## config.mk

```make
export PLATFORM = sky130hd
export DESIGN_NAME = qspi_tx_shifter
export DESIGN_NICKNAME = d
export VERILOG_FILES = /design/src/rtl/qspi_tx_shifter.sv
export SDC_FILE = /design/constraint.sdc
export NUM_CORES = 1
export LEC_CHECK = 0
export CAP_MARGIN = 10
export CORE_AREA = 4 4 127 98
export CTS_CLUSTER_DIAMETER = 150
export DETAILED_ROUTE_END_ITERATION = 16
export DIE_AREA = 0 0 131 102
export GPL_TIMING_DRIVEN = 0
export SKIP_CTS_REPAIR_TIMING = 1
export SLEW_MARGIN = 20
export SYNTH_ARGS = -nofsm -noshare
export SYNTH_HDL_FRONTEND = slang
export SYNTH_SLANG_ARGS = --single-unit
```

## constraint.sdc

```tcl
create_clock -name clk -period 2.1 [get_ports clk]
set_clock_uncertainty 0.1 [all_clocks]
set_input_delay 0.21 -clock clk [delete_from_list [all_inputs] [get_ports clk]]
set_output_delay 0.21 -clock clk [all_outputs]
set_load 0.05 [all_outputs]
```

## src/rtl/qspi_tx_shifter.sv

```systemverilog
// QSPI transmit shifter: loads up to MAX_BYTES of payload and shifts it out MSB-first
// over 1, 2 or 4 IO lanes, one beat per shift_en strobe from the SCLK generator.
module qspi_tx_shifter #(
  parameter int unsigned MAX_BYTES = 4,
  parameter int unsigned CW        = $clog2(MAX_BYTES + 1)
) (
  input  logic                   clk,
  input  logic                   rst_n,
  input  logic [8*MAX_BYTES-1:0] data_in,
  input  logic [CW-1:0]          nbytes_in,
  input  logic [1:0]             lane_mode_in,
  input  logic                   start,
  input  logic                   shift_en,
  input  logic                   abort,
  output logic [3:0]             io_out,
  output logic [3:0]             io_oe,
  output logic                   busy,
  output logic                   done
);

  localparam int unsigned SW   = 8 * MAX_BYTES;
  localparam int unsigned CNTW = $clog2(SW + 1);

  localparam logic [1:0] ST_IDLE  = 2'd0;
  localparam logic [1:0] ST_SHIFT = 2'd1;
  localparam logic [1:0] ST_DONE  = 2'd2;

  localparam logic [1:0] MODE_SINGLE = 2'b00;
  localparam logic [1:0] MODE_DUAL   = 2'b01;
  localparam logic [1:0] MODE_QUAD   = 2'b10;

  logic [1:0]      state_q, state_d;
  logic [SW-1:0]   shreg_q, shreg_d;
  logic [CNTW-1:0] cnt_q, cnt_d;
  logic [1:0]      mode_q, mode_d;

  int unsigned     n_eff;
  logic [1:0]      mode_eff;

  always_comb begin
    // Oversized byte counts are clamped; reserved lane mode falls back to single.
    n_eff    = (int'(nbytes_in) > int'(MAX_BYTES)) ? MAX_BYTES : int'(nbytes_in);
    mode_eff = (lane_mode_in == 2'b11) ? MODE_SINGLE : lane_mode_in;

    state_d = state_q;
    shreg_d = shreg_q;
    cnt_d   = cnt_q;
    mode_d  = mode_q;

    case (state_q)
      ST_IDLE: begin
        if (start && !abort && (nbytes_in != '0)) begin
          state_d = ST_SHIFT;
          mode_d  = mode_eff;
          shreg_d = data_in << (8 * (MAX_BYTES - n_eff));
          case (mode_eff)
            MODE_DUAL: cnt_d = CNTW'(n_eff * 4);
            MODE_QUAD: cnt_d = CNTW'(n_eff * 2);
            default:   cnt_d = CNTW'(n_eff * 8);
          endcase
        end
      end
      ST_SHIFT: begin
        if (abort) begin
          state_d = ST_IDLE;
          cnt_d   = '0;
          shreg_d = '0;
        end else if (shift_en) begin
          case (mode_q)
            MODE_DUAL: shreg_d = shreg_q << 2;
            MODE_QUAD: shreg_d = shreg_q << 4;
            default:   shreg_d = shreg_q << 1;
          endcase
          cnt_d = cnt_q - CNTW'(1);
          if (cnt_q == CNTW'(1)) begin
            state_d = ST_DONE;
          end
        end
      end
      ST_DONE: begin
        state_d = ST_IDLE;
      end
      default: begin
        state_d = ST_IDLE;
      end
    endcase
  end

  always_ff @(posedge clk or negedge rst_n) begin
    if (!rst_n) begin
      state_q <= ST_IDLE;
      shreg_q <= '0;
      cnt_q   <= '0;
      mode_q  <= MODE_SINGLE;
    end else begin
      state_q <= state_d;
      shreg_q <= shreg_d;
      cnt_q   <= cnt_d;
      mode_q  <= mode_d;
    end
  end

  // Pads are driven straight from registered state so io_out/io_oe never glitch on inputs.
  always_comb begin
    io_out = 4'b0000;
    io_oe  = 4'b0000;
    if (state_q == ST_SHIFT) begin
      case (mode_q)
        MODE_DUAL: begin
          io_out = {2'b00, shreg_q[SW-1 -: 2]};
          io_oe  = 4'b0011;
        end
        MODE_QUAD: begin
          io_out = shreg_q[SW-1 -: 4];
          io_oe  = 4'b1111;
        end
        default: begin
          io_out = {3'b000, shreg_q[SW-1]};
          io_oe  = 4'b0001;
        end
      endcase
    end
  end

  assign busy = (state_q == ST_SHIFT);
  assign done = (state_q == ST_DONE);

endmodule

```

== Word level (Yosys, flattened, before mapping) ==
Cells that the tools add are included.
Operators by class
  $add $sub $neg: 2
  magnitude comparators: 1
  eq/ne operators: 11
  shift-type cells: 1
  mux-type cells: 21
  reduce and logical (&&, ||, !) cells: 9
Operators by type and width (number)
  $pmux W32 S2: 2
  $mux W32: 3
  $shl A32 B32 Y32: 1
  $pmux W6 S2: 2
  $mux W6: 3
  $pmux W4 S2: 2
  $mux W2: 5
  $eq A2 B2 Y1 const B: 4
  $mux W4: 2
  $eq A2 B1 Y1 const B: 3
  $eq A6 B1 Y1 const B: 1
  $reduce_and A3 Y1: 2
  $sub A6 B1 Y6 const B: 1
  $pmux W2 S2: 1
  $sub A3 B3 Y4 const A: 1
  $gt A3 B3 Y1 const B: 1
  $mux W3: 1
  $ne A3 B2 Y1 const B: 1
  $ne A3 B3 Y1 const B: 1
  $reduce_bool A3 Y1: 1
  $logic_and A1 B1 Y1: 2
  $logic_not A2 Y1: 1
  $ne A2 B2 Y1 const B: 1
  $reduce_and A2 Y1: 1
  other kinds (2): 2
Word-level totals
  flip-flop bits (word level): 42
  input port bits: 42
  output and inout port bits: 10
  word-level logic and storage cells: 49

== Depth between registers and ports, before layout ==
  word-level depth: 6
  depth in mapped cells: 11
  mapped depth without buffers: 7

== Worst setup path after synthesis ==
OpenSTA, ideal clock, no wires.
  kind: flip-flop to output port
  from: register mode_q[0]
  to: output io_out[1]
  arrival time: 2.391 ns
  path slack: -0.601 ns
  cell stages (with the launch flop): 7
  cells stage by stage: dfrtp_1 -> inv_1 -> ha_1 -> clkbuf_1 -> clkbuf_1 -> a22oi_1 -> nor3_1
Between the ends
  longest elaborated chain between the ends: 3
  elaborated cells on any way between the ends: 4
Ends and longest elaborated chain
  start: declaration: RTL line 35  | logic [1:0] mode_q, mode_d;
  start signal: assignment: RTL line 99  | mode_q <= mode_d;
  $eq A2 B2 Y1 / $eq A2 B1 Y1 (equally long branches): RTL line 108  | case (mode_q)
  $pmux W4 S2 *: RTL line 108
  $mux W4 *: RTL line 107  | if (state_q == ST_SHIFT) begin
  end: declaration: RTL line 15  | output logic [3:0] io_out,
Every way passes the cells marked *; elsewhere a longest branch is shown, timed or not.

== Worst setup path after layout ==
  from: register mode_q[0]
  to: output io_out[0]
Same word-level chain as after synthesis.

==> metrics.cfg <==
[worst_setup_path]
cp-start-kind = flop
critPathLaunch = mode_q[0]$_DFFE_PN0P_
slowest_delay_ns = 0.39
required_ns = 1.79
critPathCaptureType = output pin
crit-reg2reg-launch = mode_q[0]$_DFFE_PN0P_
crit_top_cell = buf_6
crit_chain = buf_4 -> ha_4 -> buf_6 -> buf_6 -> a221o_1 -> o21ai_2 -> nor2_4 -> buf_8
crit_arrival_ns = 1.90
slowest_stage = dfrtp_1
cp_max_fo = 10
path_class = flop to output pin

[clocking]
cts_root_buf = clkbuf_16
cts_tree = yes
cts.sinks = 42
cts.clk_slew.worst_paths_ns = 0.06
clk_latency_ns = 0.29
cts_buffers = 5
htree_levels = 2
cts_max_path_buffers = 2

[global_route]
grt_overflow_total = 0
grt_usage_pct = 17.6
grt_antenna_before_repair = 0
grt_pass1_vias = 3200
grt_first_pass_wirelength_um = 18000
grt_max_degree = 32

[sta]
rsz0062_at_grt = true
fin_crit_ns = 2.21
tns_ns = -0.111
maxSlewViolCount = 0
setup_viol_count_final = 1
finalCritPeriodShare_pct = 105
setup_slack_ns = -0.111
fmax_mhz = 452
max_slew_margin_pct = 59.8
hold_violations = 0
worst_pin_slew_ns = 0.603

[power]
finalPower_mw = 4.41
vdd_drop_max_mv = 0.387
power.density_nw_per_um2 = 960
power.leakage_nw = 1.87

[cells_and_area]
area_growth_pct = 38.9
final_common_cell = dfrtp_1
n_antenna_cell = 0
final_cell_mix = dfrtp_1, clkdlybuf4s50_1, o21ai_0, buf_4
nets = 473
drive_gt1_share_pct = 27.5

[logic_synthesis]
async_reset_ff_share_pct = 100
synth-seq-cells = 42
synth_area_sq_um = 3310
seq_area_frac_synth_pct = 31.7
yosys_warnings = 0
synthTopCellsByArea = dfrtp_1, a221oi_1, mux4_2
ys_types = 52
ys.flop_type = dfrtp_1
synth_edf_count = 0
synth_top_area_share_pct = 31.7
syn-mean-instance-area_sq_um = 9.54
netlist_instances = 347
yosys.area.top_type = dfrtp_1
synth_nets = 396

[route]
via_count = 3472
vias_per_cell = 6.10
wl_um = 11900
wl_per_cell_um = 21.0
drtPass1Iterations = 7
final_antenna_net_count = 0
route.detailed.drc = 0
drt-initial-drc-count = 480

[placed_design]
io_buffers = 51
routabilityCongestion = 0.931
place_hpwl_um = 8730

[die]
die_w_um = 131
start_util_pct = 29.1
core_sq_um = 11400
io-pin-count = 52
num_rows = 34
die_area_sq_um = 13400
dieHeight_um = 102

[run_status]
status = finished, violations left
violations = negative setup slack

[job]
cap_viol_max_count = 0

[min_path]
worst_hold_path_type = primary input to asynchronous set/reset pin

-- routing by layer --
metal	up-vias	track usage, %	part of all wire [%]
met1	1716	25.9	46
met5	-	0	0
met4	0	3.72	1.4
met2	199	26.7	44
li1	1534	-	-
met3	23	3.45	8.2
-- final cells by class --
cell class	count	area, sq um
buffer	36	294
clock buffer	5	125
timing repair buffer	73	679
clock inverter	3	68.8
multi-input combinational	250	2130
fill	1089	6760
inverter	16	66.3
tap	144	180
sequential	42	1050
-- metrics by stage --
stage,utilization [%],hold WS (ns),std cells,instance area (sq um),worst slack [ns]
after global placement,35.9,0.386,542,4080,-0.827
after floorplan,-,-0.186,347,3380,0.00490
after CTS,37.7,-0.282,551,4280,-1.18
after detailed placement,36.0,0.0298,543,4090,-0.857
final,40.5,0.239,569,4600,-0.111
after global routing,40.5,0.278,569,4600,-0.167
-- Yosys cell counts (9+ instances only) --
master      n
dfrtp_1    42
o21ai_0    31
nor3_1     24
a221oi_1   21
clkbuf_1   21
a21oi_1    20
inv_1      16
mux2i_1    15
o211ai_1   14
a2bb2oi_1  12
o22ai_1    11
a221o_1     9
-- worst paths after layout --
| check | endpoint | slack (ns) | cells past startpoint |
|---|---|---|---|
| setup / recovery | io_out[0] | -0.11 | 8 |
| hold / removal | state_q[1]$_DFFE_PN0P_ | 0.24 | 2 |
| setup reg to reg | shreg_q[15]$_DFFE_PN0P_ | 0.08 | 6 |
| hold reg to reg | cnt_q[5]$_DFFE_PN0P_ | 0.41 | 1 |
| max in group asynchronous | shreg_q[1]$_DFFE_PN0P_ | 1.18 | 3 |
| min in group clk | cnt_q[0]$_DFFE_PN0P_ | 0.30 | 3 |
-- flip-flops by register name, indices dropped and copies added, names as in the netlist --
signal and flops:
shreg_q 32, cnt_q 6, mode_q 2, state_q 2
-- critical path: cells and delay by family, from the launching register on --
family | cells | cell delay (ns)
buffers and inverters | 4 | 0.58
adder cells (fa/ha/maj) | 1 | 0.17
flip-flops | 1 | 0.39
AND/OR/NAND/NOR | 1 | 0.04
AO/OA/AOI/OAI | 2 | 0.41
-- where the power goes --
group	internal, mW	switching (mW)	total [mW]
sequential	1.05	0.295	1.35
combinational	0.995	1.04	2.04
clock	0.684	0.345	1.03
total	2.73	1.68	4.41
-- cells by family after synthesis --
| group | share of synthesized area (%) |
|---|---|
| AOI/OAI and AO/OA | 30.8 |
| xor gates and xnor gates | 0.265 |
| adders and majority gates | 2.65 |
| buffers and inverters | 8.13 |
| DFF | 31.7 |
| muxes | 16.0 |
| and+or+nand+nor | 10.4 |
No activity file was read; power rests on OpenSTA's default activity.
